$ cat src/rtl/envase_pkg.sv
// Shared definitions for the bottling-line counter: cork FSM states, BCD helpers, 7-segment patterns.
// Pure declarations; no latency or backpressure of its own.
package envase_pkg;

    typedef logic [1:0] estado_t;
    localparam estado_t ST_NORMAL   = 2'd0;
    localparam estado_t ST_RECARGA  = 2'd1;
    localparam estado_t ST_ESGOTADO = 2'd2;

    localparam logic [1:0] SEL_DUZ_DEZ = 2'd0;
    localparam logic [1:0] SEL_DUZ_UNI = 2'd1;
    localparam logic [1:0] SEL_ROL_DEZ = 2'd2;
    localparam logic [1:0] SEL_ROL_UNI = 2'd3;

    localparam logic [6:0] SEG_0 = 7'h3F;
    localparam logic [6:0] SEG_1 = 7'h06;
    localparam logic [6:0] SEG_2 = 7'h5B;
    localparam logic [6:0] SEG_3 = 7'h4F;
    localparam logic [6:0] SEG_4 = 7'h66;
    localparam logic [6:0] SEG_5 = 7'h6D;
    localparam logic [6:0] SEG_6 = 7'h7D;
    localparam logic [6:0] SEG_7 = 7'h07;
    localparam logic [6:0] SEG_8 = 7'h7F;
    localparam logic [6:0] SEG_9 = 7'h6F;

    function automatic logic [6:0] bcd_to_seg(input logic [3:0] n);
        case (n)
            4'd0:    return SEG_0;
            4'd1:    return SEG_1;
            4'd2:    return SEG_2;
            4'd3:    return SEG_3;
            4'd4:    return SEG_4;
            4'd5:    return SEG_5;
            4'd6:    return SEG_6;
            4'd7:    return SEG_7;
            4'd8:    return SEG_8;
            4'd9:    return SEG_9;
            default: return 7'h00;
        endcase
    endfunction

    // Two-digit BCD increment, 99 wraps to 00.
    function automatic logic [7:0] bcd_inc(input logic [7:0] v);
        if (v[3:0] == 4'd9)
            return {(v[7:4] == 4'd9) ? 4'd0 : v[7:4] + 4'd1, 4'd0};
        return {v[7:4], v[3:0] + 4'd1};
    endfunction

    function automatic logic [7:0] bcd_dec(input logic [7:0] v);
        if (v[3:0] == 4'd0)
            return {v[7:4] - 4'd1, 4'd9};
        return {v[7:4], v[3:0] - 4'd1};
    endfunction

    function automatic logic [7:0] to_bcd(input int v);
        return {4'(v / 10), 4'(v % 10)};
    endfunction

endpackage

$ cat src/rtl/sincroniza_borda.sv
// Two-flop synchroniser plus delay flop; one-cycle pulse per rising edge of an async level input.
// Latency: pulse is high in the cycle after the second edge that sees the input high; no backpressure.
module sincroniza_borda (
    input  logic clk,
    input  logic rst,
    input  logic ent,
    output logic pulso
);

    logic s1_q, s1_d;
    logic s2_q, s2_d;
    logic dly_q, dly_d;

    always_comb begin
        s1_d  = ent;
        s2_d  = s1_q;
        dly_d = s2_q;
    end

    always_ff @(posedge clk or posedge rst) begin
        if (rst) begin
            s1_q  <= 1'b0;
            s2_q  <= 1'b0;
            dly_q <= 1'b0;
        end else begin
            s1_q  <= s1_d;
            s2_q  <= s2_d;
            dly_q <= dly_d;
        end
    end

    assign pulso = s2_q & ~dly_q;

endmodule

$ cat src/rtl/envase_contador_param.sv
// Bottle dozens / cork stock counter with timed auto-refill and 4-digit multiplexed display.
// Latency: counters move 2 edges after a switch is first sampled high; backpressure: none, one event per press.
module envase_contador_param
    import envase_pkg::*;
#(
    parameter int ROLHA_MAX      = 20,
    parameter int ROLHA_MIN      = 5,
    parameter int RECARGAS_MAX   = 7,
    parameter int RECARGA_CICLOS = 16,
    parameter int DUZIA          = 12,
    parameter int REFRESH_DIV    = 8192
) (
    input  logic       clk,
    input  logic       rst,
    input  logic       ch_rolha,
    input  logic       ch_garrafa,
    input  logic       ch_zera,
    output logic [6:0] seg,
    output logic [3:0] dig,
    output logic [7:0] duzias_bcd,
    output logic [7:0] rolhas_bcd,
    output logic [3:0] recargas_rest,
    output logic       rolha_vazia,
    output logic       recarregando,
    output logic       estouro
);

    localparam int SW = $clog2(DUZIA);
    localparam int TW = $clog2(RECARGA_CICLOS + 1);
    localparam int RW = $clog2(REFRESH_DIV);

    localparam logic [7:0]    MAX_BCD = to_bcd(ROLHA_MAX);
    localparam logic [7:0]    MIN_BCD = to_bcd(ROLHA_MIN);
    localparam logic [3:0]    REC_INI = 4'(RECARGAS_MAX);
    localparam logic [SW-1:0] SUB_ULT = SW'(DUZIA - 1);
    localparam logic [TW-1:0] TMR_INI = TW'(RECARGA_CICLOS - 1);
    localparam logic [RW-1:0] REF_ULT = RW'(REFRESH_DIV - 1);

    logic rolha_pls, garrafa_pls, zera_pls;

    sincroniza_borda u_sinc_rolha   (.clk(clk), .rst(rst), .ent(ch_rolha),   .pulso(rolha_pls));
    sincroniza_borda u_sinc_garrafa (.clk(clk), .rst(rst), .ent(ch_garrafa), .pulso(garrafa_pls));
    sincroniza_borda u_sinc_zera    (.clk(clk), .rst(rst), .ent(ch_zera),    .pulso(zera_pls));

    estado_t       estado_q,   estado_d;
    logic [7:0]    rolhas_q,   rolhas_d;
    logic [3:0]    recargas_q, recargas_d;
    logic [TW-1:0] timer_q,    timer_d;
    logic [SW-1:0] sub_q,      sub_d;
    logic [7:0]    duzias_q,   duzias_d;
    logic          estouro_q,  estouro_d;
    logic [RW-1:0] ref_q,      ref_d;
    logic [1:0]    sel_q,      sel_d;
    logic [6:0]    seg_q,      seg_d;
    logic [7:0]    rolha_dec;
    logic [3:0]    nib;

    always_comb begin
        estado_d   = estado_q;
        rolhas_d   = rolhas_q;
        recargas_d = recargas_q;
        timer_d    = timer_q;
        sub_d      = sub_q;
        duzias_d   = duzias_q;
        estouro_d  = estouro_q;
        rolha_dec  = bcd_dec(rolhas_q);

        if (zera_pls) begin
            estado_d   = ST_NORMAL;
            rolhas_d   = MAX_BCD;
            recargas_d = REC_INI;
            timer_d    = '0;
            sub_d      = '0;
            duzias_d   = 8'h00;
            estouro_d  = 1'b0;
        end else begin
            case (estado_q)
                ST_NORMAL: begin
                    if (rolha_pls && rolhas_q != 8'h00) begin
                        rolhas_d = rolha_dec;
                        if (rolha_dec == MIN_BCD) begin
                            if (recargas_q != 4'd0) begin
                                estado_d   = ST_RECARGA;
                                recargas_d = recargas_q - 4'd1;
                                timer_d    = TMR_INI;
                            end else begin
                                estado_d = ST_ESGOTADO;
                            end
                        end
                    end
                end
                // Cork presses are dropped for the whole refill window.
                ST_RECARGA: begin
                    if (timer_q == '0) begin
                        rolhas_d = MAX_BCD;
                        estado_d = ST_NORMAL;
                    end else begin
                        timer_d = timer_q - 1'b1;
                    end
                end
                ST_ESGOTADO: begin
                    if (rolha_pls && rolhas_q != 8'h00)
                        rolhas_d = rolha_dec;
                end
                default: estado_d = ST_NORMAL;
            endcase

            if (garrafa_pls) begin
                if (sub_q == SUB_ULT) begin
                    sub_d    = '0;
                    duzias_d = bcd_inc(duzias_q);
                    if (duzias_q == 8'h99)
                        estouro_d = 1'b1;
                end else begin
                    sub_d = sub_q + 1'b1;
                end
            end
        end

        ref_d = (ref_q == REF_ULT) ? '0 : ref_q + 1'b1;
        sel_d = (ref_q == REF_ULT) ? sel_q + 2'd1 : sel_q;

        // Decode from next-state values so seg and dig always describe the same digit.
        nib = 4'd0;
        case (sel_d)
            SEL_DUZ_DEZ: nib = duzias_d[7:4];
            SEL_DUZ_UNI: nib = duzias_d[3:0];
            SEL_ROL_DEZ: nib = rolhas_d[7:4];
            SEL_ROL_UNI: nib = rolhas_d[3:0];
            default:     nib = 4'd0;
        endcase
        seg_d = bcd_to_seg(nib);
    end

    always_ff @(posedge clk or posedge rst) begin
        if (rst) begin
            estado_q   <= ST_NORMAL;
            rolhas_q   <= MAX_BCD;
            recargas_q <= REC_INI;
            timer_q    <= '0;
            sub_q      <= '0;
            duzias_q   <= 8'h00;
            estouro_q  <= 1'b0;
            ref_q      <= '0;
            sel_q      <= 2'd0;
            seg_q      <= SEG_0;
        end else begin
            estado_q   <= estado_d;
            rolhas_q   <= rolhas_d;
            recargas_q <= recargas_d;
            timer_q    <= timer_d;
            sub_q      <= sub_d;
            duzias_q   <= duzias_d;
            estouro_q  <= estouro_d;
            ref_q      <= ref_d;
            sel_q      <= sel_d;
            seg_q      <= seg_d;
        end
    end

    assign seg           = seg_q;
    assign dig           = ~(4'b0001 << sel_q);
    assign duzias_bcd    = duzias_q;
    assign rolhas_bcd    = rolhas_q;
    assign recargas_rest = recargas_q;
    assign rolha_vazia   = (rolhas_q == 8'h00);
    assign recarregando  = (estado_q == ST_RECARGA);
    assign estouro       = estouro_q;

endmodule

$ cat config.mk
export PLATFORM = sky130hd
export DESIGN_NAME = envase_contador_param
export DESIGN_NICKNAME = d
export VERILOG_FILES = /design/src/rtl/envase_pkg.sv /design/src/rtl/sincroniza_borda.sv /design/src/rtl/envase_contador_param.sv
export SDC_FILE = /design/constraint.sdc
export NUM_CORES = 1
export LEC_CHECK = 0
export ABC_CLOCK_PERIOD_IN_PS = 3840
export CORE_UTILIZATION = 40
export DETAILED_ROUTE_END_ITERATION = 10
export HOLD_SLACK_MARGIN = 0.03
export PLACE_DENSITY_LB_ADDON = 0.15
export RECOVER_POWER = 25
export SLEW_MARGIN = 5
export SYNTH_ARGS = -nofsm -noshare
export SYNTH_HDL_FRONTEND = slang
export SYNTH_SLANG_ARGS = --single-unit
$ cat constraint.sdc
create_clock -name clk -period 3.84 [get_ports clk]
set_clock_uncertainty 0.2 [all_clocks]
set_input_delay 0.768 -clock clk [delete_from_list [all_inputs] [get_ports clk]]
set_output_delay 0.768 -clock clk [all_outputs]
set_load 0.02 [all_outputs]
; Yosys cells after proc, flatten, opt, wreduce, memory -nomap -nowiden
; Memory sizes are Yosys's and may differ from the RTL's. A register that Yosys moved wholly into a read port is not among the register bits.
; Index checks and enable logic that the tools add are counted.
[word_totals]
register_bits = 56
mem_bits_ro = 112
word_cells = 118
memories = 1
[mem_list]
columns = memory, depth, width, read_ports, rd_ports_with_merged_regs, wr, line
row1 = (no name shown), 16, 7, 1, 1, 0, envase_pkg.sv:27  ; case (n)
[op_classes]
add_sub_neg = 9
n_eq_ne = 17
n_shift = 1
muxes = 44
bitwise_logic = 7
n_reduce_logical = 21
[ops]
columns = cell, n
row1 = $mux 8, 10
row2 = $mux 4, 9
row3 = $mux 5, 5
row4 = $pmux 4 s4, 1
row5 = $pmux 8 s2, 1
row6 = $reduce_bool 2->1, 7
row7 = $add 13x1->13 const B, 1
row8 = $eq 13x13->1 const B, 1
row9 = $mux 13, 1
row10 = $add 4x1->4 const B, 3
row11 = $eq 4x4->1 const B, 3
row12 = $mux 2, 6
row13 = $ne 3x2->1 const B, 4
row14 = $sub 4x1->4 const B, 3
row15 = $pmux 5 s2, 1
row16 = $mux 1, 9
row17 = $eq 8x3->1 const B, 1
row18 = $eq 8x8->1 const B, 1
row19 = $logic_not 8->1, 1
row20 = $reduce_and 4->1, 2
row21 = $reduce_bool 8->1, 1
row22 = $eq 2x2->1 const B, 3
row23 = $pmux 2 s3, 1
row24 = $logic_not 5->1, 1
row25 = 17 further kinds, 23

; Longest topological paths before layout
; Gate-level depths: netlist of the first run.
[depth]
depth_word = 10
mapped_depth = 13

; Cells and area by module
; A second synthesis of the first run with hierarchy kept.
[hier_totals]
hier_cells = 349
area_unflattened_um2 = 3578.4
[by_module_without_submodules]
columns = module, instances, cells_per_inst, area_per_inst_um2, seq_area_each_um2
row1 = envase_contador_param, 1, 334, 3300.7, 1363.8
row2 = sincroniza_borda, 3, 5, 92.6, 75.1

; Least setup slack after synthesis of the first run
; Ideal clock, no wire load.
[synth_path]
path_type = reg-to-reg
start = register rolhas_q[0], in the netlist rolhas_bcd[0]
end = register seg_q[6], in the netlist seg[6]
setup_time_ns = 0.077
arrival_ns = 2.786
required_ns = 3.563
path_slack_ns = 0.777
stages_incl_launch_ff = 13
path_cell_list = dfrtp_1 inv_1 ha_1 or3b_1 clkbuf_1 o21ai_1 a221oi_1 nor3_1 a211oi_2 inv_1 ha_1 o21a_1 a21oi_1
[synth_via]
elab_chain_cells = 7
[synth_lines]
columns = element, line
row1 = "start, declared", envase_contador_param.sv:46  ; logic [7:0] rolhas_q, rolhas_d;
row2 = "start signal, assigned", envase_contador_param.sv:149  ; rolhas_q <= rolhas_d;
row3 = branches (longest 4 deep; another with $sub 4x1->4), --
row4 = $pmux 8 s2 (*), envase_contador_param.sv:77  ; case (estado_q)
row5 = $mux 8 (*), envase_contador_param.sv:68  ; if (zera_pls) begin
row6 = $pmux 4 s4 (*), envase_contador_param.sv:125  ; case (sel_d)
row7 = "end, declared", envase_contador_param.sv:54  ; logic [6:0] seg_q, seg_d;
; Mark *: on every way between the ends.
; A chain may end at the register's enable or synchronous reset.

; Worst setup path in the final report of the first run
[layout_path]
start = register u_sinc_zera.s2_q, in the netlist u_sinc_zera.dly_d
end = register seg_q[6], in the netlist seg[6]
[layout_via]
elab_chain_cells = 3
[layout_lines]
columns = element, line
row1 = "start, declared", sincroniza_borda.sv:11  ; logic s2_q, s2_d;
row2 = "start signal, assigned", sincroniza_borda.sv:23  ; s2_q <= 1'b0;
row3 = "start signal, assigned", sincroniza_borda.sv:27  ; s2_q <= s2_d;
row4 = $and 1x1->1 (*), sincroniza_borda.sv:32  ; assign pulso = s2_q & ~dly_q;
row5 = $mux 8, envase_contador_param.sv:68
row6 = $pmux 4 s4 (*), envase_contador_param.sv:125
; Mark *: on every way between the ends. The rest lies on a longest branch, timed or not.

==> impl.org, run 1 <==
** Outcome
- Run status :: finished clean

** Synth
- Most used flip-flop cell after synthesis :: dfrtp_1
- Cell types with the largest area share after synthesis :: dfrtp_1 (38%), dfstp_2 (7.6%), ha_1 (7.2%), nor2_1 (3.1%), inv_1 (3.0%)
- During synthesis, Yosys emitted a total of 0 warnings.
- Fraction of synthesis flops using an asynchronous set or reset pin :: 1.00
- Synthesis handed over a netlist of 344 instances.
- Post-synthesis cell type with the largest combined area :: dfrtp_1
- Yosys mapped the design onto 65 distinct sky130hd cell types.
- The share of synthesized area in the top cell type comes to 0.382.
- Share of synthesized area occupied by flip-flops and latches :: 0.457
- Synthesis inferred 63 register bits.
- Mapped Nets :: 369
- Yosys mapped a number of flops with a built-in enable equal to 0.
- The mapped netlist covers 0.00347 mm².
- Each instance of the synthesized netlist takes up on average 10.1 µm².

** Setup path
- The worst setup path is launched from a flip-flop.
- The worst setup path is captured at a flip-flop.
- Walking the worst path, the cells encountered are nor2b_1 -> clkbuf_1 -> a21oi_1 -> o211ai_1 -> mux2i_1 -> a211oi_2 -> inv_1 -> ha_1 -> o21a_1 -> a21oi_1.
- CP max FO :: 24
- Most prevalent standard cell on the critical path :: a21oi_1
- Max incr delay on CP :: 0.93 ns
- Arrival time reported for the critical path endpoint :: 3.45 ns
- The endpoint identified for the worst register-to-register timing path is seg[6]$_DFF_PP0_.
- The kind of cell with the highest combined delay along the critical path is compound AO/OA/AOI/OAI gates.
- For this design, the slowest cell found on the critical path is clkbuf_1.
- Worst Path Required :: 3.91 ns
- The number of cells on the worst reg-to-reg path is 10.
- Crit path buffers/inverters :: 2
- The most critical setup path has its startpoint at u_sinc_zera.dly_d$_DFF_PP0_.
- Worst reg2reg setup slack :: 0.46 ns
- The critical path in this run is classified as reg -> reg.
- Critical R2R Launch :: u_sinc_zera.dly_d$_DFF_PP0_

** Timing
- The worst path in the final design needs a cycle of 3.38 ns, including I/O delays and setup.
- Period Utilization, post-route :: 0.881
- Worst rel slew slack :: 0.153
- F_max :: 296 MHz
- The count of final hold-check violations was 0.
- Actual transition at the worst max-transition pin :: 1.27 ns
- Total negative slack for setup checks :: 0 ns
- Final count of pins violating max slew :: 0
- Min setup slack post-route :: 0.457 ns
- Setup repair after global routing left no endpoint under its margin.
- Setup violations remaining at the end of the flow were counted as 0.

** Global route
- Final global-route overflow total :: 0
- In the global route stage, overall resource usage came out at 0.174.
- The initial antenna violation count was 0.
- Entering global routing, the biggest net connects 35 pins.
- The first global-routing pass estimated 12.2 mm of wire.
- The number of global-route vias before repair was 2529.

** Place
- Number of I/O port buffers :: 38
- Dpl hpwl :: 4.93 mm
- Post-Place Worst Slack :: 0.592 ns
- Final Wtd Congestion :: 0.826
- Area post-placement :: 0.00401 mm²

** Pwr
- Of the total power, the clock network draws 0.398.
- The share of total power dissipated in sequential elements is 0.431.
- Net switching component of the power :: 0.473 mW
- Internal :: 1.25 mW
- IR analysis of the VDD net gives a maximum drop of 0.212 mV.
- Summing internal, switching and leakage power gives 1.72 mW.
- Sw frac :: 0.275
- Portion of total power attributed to combinational logic :: 0.172
- In this run the power density over the cells is 405 mW/mm².
- Leakage :: 1.89 nW

** Route
- Number of search-and-repair iterations in the first detailed-routing pass :: 4
- Via Count :: 2626
- Number of vias per cell after detailed routing :: 5.24
- Once detail routing completed, the nets flagged for antenna violations numbered 0.
- # DRC :: 0
- Total wirelength of the detailed-routed design :: 7.07 mm
- Starting DRC count in detailed routing :: 81
- Routed WL per cell :: 14.1 µm

** Floorplanning
- The die is 95.2 µm tall.
- During I/O placement, the number of pins put on the boundary was 39.
- Starting density of the core :: 0.419
- Full die area :: 0.00906 mm²
- The die is 95.2 µm wide.
- After floorplanning, the core was divided into 33 placement rows.
- In this run the standard cell core region covers 0.00830 mm².

** Clock network
- Maximum number of buffers from clock root to sink :: 2
- In this run the post-CTS setup repair buffer count came out at 0.
- Hold repair after CTS inserted 0 buffers.
- TritonCTS built the clock tree.
- Depth of the CTS H-tree :: 3
- Clock insertion delay at the later pin of the skew report :: 0.34 ns
- Clock root buffer master :: clkbuf_8
- Sink count of the clock tree :: 63
- In this run, post-CTS repair resized a total of 0 instances.
- Clock-pin slew was measured on the worst setup and hold paths at 0.07 ns.
- Clock buffers created by TritonCTS :: 9

** Final layout
- Relative to the synthesized area, the layout overhead comes to 22.1%.
- Final core utilization :: 0.511
- In the final layout, the share of cells above drive strength 1 is 0.124.
- In the layout the commonest cells are dfrtp_1 (53), clkdlybuf4s50_1 (34), nor2_1 (29).
- # nets final :: 416
- Summing all non-filler instances in the final layout gives an area of 0.00424 mm².
- 0 antenna diodes ended up in the layout.
- The library cell used most frequently in the layout, excluding fill and tap cells, is dfrtp_1.

** Min path
- Min-Delay Startpoint :: u_sinc_zera.s1_q$_DFF_PP0_
- For hold timing, the worst endpoint is u_sinc_zera.dly_d$_DFF_PP0_.
- Worst hold path cell count :: 0
- The path class of the tightest hold or removal check is reg -> reg.

** Flow run
- The tool flagged a number of max-cap violations equal to 0.
-- synth_stat cells (5+ instances only) --
cell / instances
nor3_1: 12
ha_1: 20
nor2_1: 29
clkbuf_1: 6
dfstp_2: 10
mux2i_1: 8
nand2b_1: 10
inv_1: 28
a21oi_1: 16
nand3_1: 12
o21ai_0: 8
xor2_1: 6
dfrtp_1: 53
xnor2_1: 6
nand2_1: 21
nor3b_1: 5
nor2b_1: 6
-- logic make-up after synthesis --
kind of cell	count (synthesis)	share of synthesized area
muxes	13	0.0468
and+or+nand+nor	133	0.220
DFF	63	0.457
buffers and inverters	38	0.0429
AOI/OAI and AO/OA	64	0.126
xor gates and xnor gates	13	0.0349
adders and majority gates	20	0.0720
-- per-stage QoR --
stage          hold slack [ns]  instances
5_1_grt                  0.173        501
3_5_place_dp             0.138        485
6_report                 0.152        501
4_1_cts                  0.153        501
2_1_floorplan            0.131        344
3_3_place_gp             0.134        485
-- layout make-up --
type	count	area (µm²)
clock buffer	12	165
clock inverter	4	76.3
fill	748	4060
inverter	30	115
multi-input combinational	243	1730
sequential	63	1590
tap	105	131
timing repair buffer	44	434
-- power groups by stage --
| stage | clock network (mW) | logic, mW | registers, mW |
|---|---|---|---|
| after floorplan | 0 | 0.166 | 0.770 |
| after global placement | 0 | 0.293 | 0.752 |
| after detailed placement | 0 | 0.294 | 0.752 |
| after CTS | 0.700 | 0.296 | 0.739 |
| after global routing | 0.733 | 0.328 | 0.748 |
| final | 0.684 | 0.295 | 0.740 |
-- worst max path at each step --
stage / cells after the start / slack (ns) / to
6_report: 10 / 0.46 / seg[6]$_DFF_PP0_
5_1_grt: 10 / 0.15 / seg[3]$_DFF_PP1_
4_1_cts: 5 / 0.49 / rolha_vazia
3_5_place_dp: 11 / 0.59 / seg[6]$_DFF_PP0_
3_3_place_gp: 11 / 0.66 / seg[6]$_DFF_PP0_
2_1_floorplan: 12 / 0.78 / seg[6]$_DFF_PP0_
-- state kept, by name (all words and copies together), names as in the netlist, 2 cells and up --
| signal | count |
|---|---|
| sel_q | 2 |
| rolhas_bcd | 8 |
| sub_q | 4 |
| estado_q | 2 |
| duzias_bcd | 8 |
| ref_q | 13 |
| timer_q | 5 |
| seg | 7 |
| recargas_rest | 4 |
-- layer usage --
layer,global-route usage,up-vias,routed length (µm)
met3,0.0279,9,226
met4,0.0808,0,99
met1,0.249,1265,3580
met2,0.257,42,3160
met5,0,-,0
li1,-,1310,-
(Power assumes the default switching activity.)
==> inputs of run 2 (changes only) <==
CTS_CLUSTER_SIZE = 28   (was unset)
==> results of run 2 <==
The final DEF is identical to that of run 1; final timing and power are the same.
==> inputs of run 3 (changes only) <==
CORE_MARGIN = 4   (was unset)
CTS_BUF_LIST = sky130_fd_sc_hd__clkbuf_4   (was unset)
==> run 3 against run 2 <==
  * Register-to-register slack improved by 0.05 ns
  * First-iteration DRC count rose by 32%
  * Setup slack got worse by 0.040 ns
  * Hold slack improved by 0.0070 ns
  * Clock power fell by 25%
  * Wire length rose by 2.3%
  * Combinational power barely moved
  * Critical path depth fell by 5
  * Critical path type is now reg -> out
==> impl.org, run 3 (same netlist as run 1, synthesis figures left out) <==
** Pwr
- Worst IR drop on VDD :: 0.196 mV (-7.5%)
- The power per cell area is 371 mW/mm² (-8.4%).
- The static leakage was 1.85 nW (-1.9%).

** Final layout
- # nets final :: 418 (+0.48%)
- The number of filler instances in the final layout was 805 (+7.6%).
- The final core utilization was 0.499 (-0.0124).
- Register with the highest flop count :: ref_q
- Commonest cells after routing, fill and taps aside :: dfrtp_1 (53), clkdlybuf4s50_1 (34), nor2_1 (29)
- The share of layout cells above drive strength 1 was 0.126 (+0.00189).
- Leaving out fill and tap cells, the most frequent cell in the layout is dfrtp_1.
- The sequential standard cell area is 0.00159 mm² (unchanged).
- The area occupied by multi-input gates was 0.00173 mm² (unchanged).
- The total inserted antenna cells was 0 (unchanged).
- Max FFs per register :: 13 (unchanged)
- Area growth, synth to finish :: 19.7%

** Setup path
- The number of buffer and inverter instances along the worst setup path was 2 (unchanged).
- Slowest-stage cell, CP :: clkdlybuf4s50_1
- Startpoint type of the worst setup path :: flip-flop
- Startpoint-to-endpoint class of the critical path :: reg -> out
- Arrival time reported for the critical path endpoint :: 2.45 ns (-1.00 ns)
- Crit end category :: output pin
- The cell count along the critical path is 5 (-5).
- The maximum fanout count along the critical path is 7 (-71%).
- Critical R2R Launch :: u_sinc_zera.dly_d$_DFF_PP0_
- The longest individual stage delay on the worst path is 0.61 ns (-0.32 ns).
- The worst register-to-register path ends at seg[3]$_DFF_PP1_.
- Traced cell by cell, the critical path runs through inv_1 -> ha_1 -> or3b_1 -> nor2_1 -> clkdlybuf4s50_1.
- Family of cells with the greatest summed delay on the critical path :: buffers and inverters
- The required time at the worst-slack endpoint was 2.87 ns (-1.04 ns).
- The path depth of the worst reg2reg path was 10 (unchanged).
- The worst-case register-to-register setup slack came to 0.51 ns (+0.05 ns).

** Place
- Dpl hpwl :: 5.31 mm (+7.7%)
- The final weighted congestion of routability-driven global placement is 0.892 (+8.0%).
- The count of input and output buffers was 38 (unchanged).

** Clock network
- TritonCTS built the clock tree.
- The number of clock sinks seen by CTS is 63 (unchanged).
- The root buffer cell chosen for the clock tree is clkbuf_4.
- The clock latency reported for the late side of the worst-skew pair is 0.41 ns (+0.07 ns).
- Number of buffers inserted by hold repair at cts :: 0 (unchanged)
- Post-cts repair resize count :: 0 (unchanged)
- The largest buffer count on any clock path is 2 (unchanged).
- Clock slew at the register clock pins of the worst setup and hold paths :: 0.10 ns (+0.03 ns)
- Clock buffers created by TritonCTS :: 9 (unchanged)
- The buffers inserted during post-CTS setup optimization came to 0 (unchanged).
- Depth of the CTS H-tree :: 3 (unchanged)

** Global route
- Global-route wire length before repair :: 12.8 mm (+5.0%)
- The number of global-route vias before repair was 2653 (+4.9%).
- The initial antenna violation count was 0 (unchanged).
- The largest net degree at the start of global routing was 28 (-20%).
- The aggregate global routing overflow came to 0 (unchanged).
- The total track usage was 0.157 (-0.0177).

** Min path
- The worst hold path terminates at u_sinc_garrafa.dly_d$_DFF_PP0_.
- Worst hold path cell count :: 0 (unchanged)
- Min-Delay Startpoint :: u_sinc_garrafa.s1_q$_DFF_PP0_
- The min-delay analysis places its worst path in the category reg -> reg.

** Timing
- Period Utilization, post-route :: 0.891 (+0.0104)
- Final count of pins violating max slew :: 0 (unchanged)
- The maximum clock rate was 292 MHz (-1.2%).
- The transition at the pin with the smallest max-transition slack is 1.20 ns (-0.0693 ns).
- The relative slew slack is 0.199 (+0.0462).
- The post-route minimum period came to 3.42 ns (+0.0398 ns).
- Setup repair after global routing left no endpoint under its margin.
- Final setup violating endpoints :: 0 (unchanged)
- Total negative slack for setup checks :: 0 ns (unchanged)
- The count of final hold-check violations came to 0 (unchanged).

** Floorplanning
- The total die area came to 0.0102 mm² (+13%).
- Horizontal die dimension :: 101 µm (+6.3%)
- Starting density of the core :: 0.416 (-0.00207)
- FP Rows :: 33 (unchanged)
- The height of the chip is 101 µm (+6.3%).
- I/O pins :: 39 (unchanged)
- The core box area was 0.00834 mm² (+0.50%).

** Route
- # DRC :: 0 (unchanged)
- The via count is 2681 (+2.1%).
- The number of design-rule violations left by the first detailed-router iteration came to 107 (+32%).
- The routed wire length was 7.23 mm (+2.3%).
- Number of vias per cell after detailed routing :: 5.33 (+1.7%)
- The number of nets with antenna violations after detailed routing was 0 (unchanged).
- Routed WL per cell :: 14.4 µm (+1.9%)
- The first-pass iteration count of the detailed router is 4 (unchanged).

** Flow run
- Max capacitance violation total :: 0 (unchanged)

** Outcome
- The run finished with clean final reports.
## run 3: cell count changes in the layout (fill, tap and decap cells not counted), sizes merged
| cell | delta |
|---|---|
| clkbuf | -1 |
| clkinvlp | +1 |
| clkinv | +1 |
| buf | +1 |
## run 3: report_power, final
part | internal (mW) | total [mW] | leakage (nW) | switching, mW
Clock | 0.269 | 0.510 | 0.0824 | 0.240
Sequential | 0.698 | 0.741 | 0.804 | 0.0432
Combinational | 0.127 | 0.293 | 0.968 | 0.167
## run 3: final cells by class
type,count,area share
clock buffer,10,0.0181
clock inverter,6,0.0205
inverter,30,0.0277
multi-input combinational,243,0.416
sequential,63,0.382
tap,105,0.0316
timing repair buffer,46,0.104
## run 3: worst max path at each step
stage	from	to	slack [ns]
6_report	rolhas_bcd[0]$_DFF_PP0_	rolha_vazia	0.42
5_1_grt	rolhas_bcd[0]$_DFF_PP0_	rolha_vazia	0.23
4_1_cts	rolhas_bcd[0]$_DFF_PP0_	rolha_vazia	0.40
3_5_place_dp	rolhas_bcd[0]$_DFF_PP0_	seg[3]$_DFF_PP1_	0.57
3_3_place_gp	ref_q[0]$_DFF_PP0_	seg[5]$_DFF_PP1_	0.66
2_1_floorplan	rolhas_bcd[0]$_DFF_PP0_	seg[6]$_DFF_PP0_	0.78
## run 3: metal layers
metal | vias to the layer above | GRT usage | wire length, µm
met1 | 1303 | 0.212 | 3410
met4 | 0 | 0.0613 | 116
met2 | 43 | 0.243 | 3410
li1 | 1325 | - | -
met5 | - | 0 | 0
met3 | 10 | 0.0379 | 295
## run 3: through the flow
stage	power [mW]	hold slack (ns)	instances	worst slack (ns)	area, µm²
finish	1.54	0.159	503	0.418	4160
global route	1.63	0.166	503	0.234	4160
CTS	1.56	0.162	503	0.404	4170
detailed placement	1.05	0.140	487	0.570	4010
global placement	1.05	0.133	487	0.657	4010
floorplan	0.936	0.131	344	0.777	3470
## run 3: worst register-to-register path: stages, from the launching register on
cell	delay, ns
dfrtp_1	0.37
nor2b_1	0.13
clkbuf_1	0.89
a21oi_1	0.22
o211ai_1	0.21
mux2i_1	0.14
a211oi_2	0.46
inv_1	0.13
ha_1	0.33
mux2i_1	0.14
a21oi_1	0.09
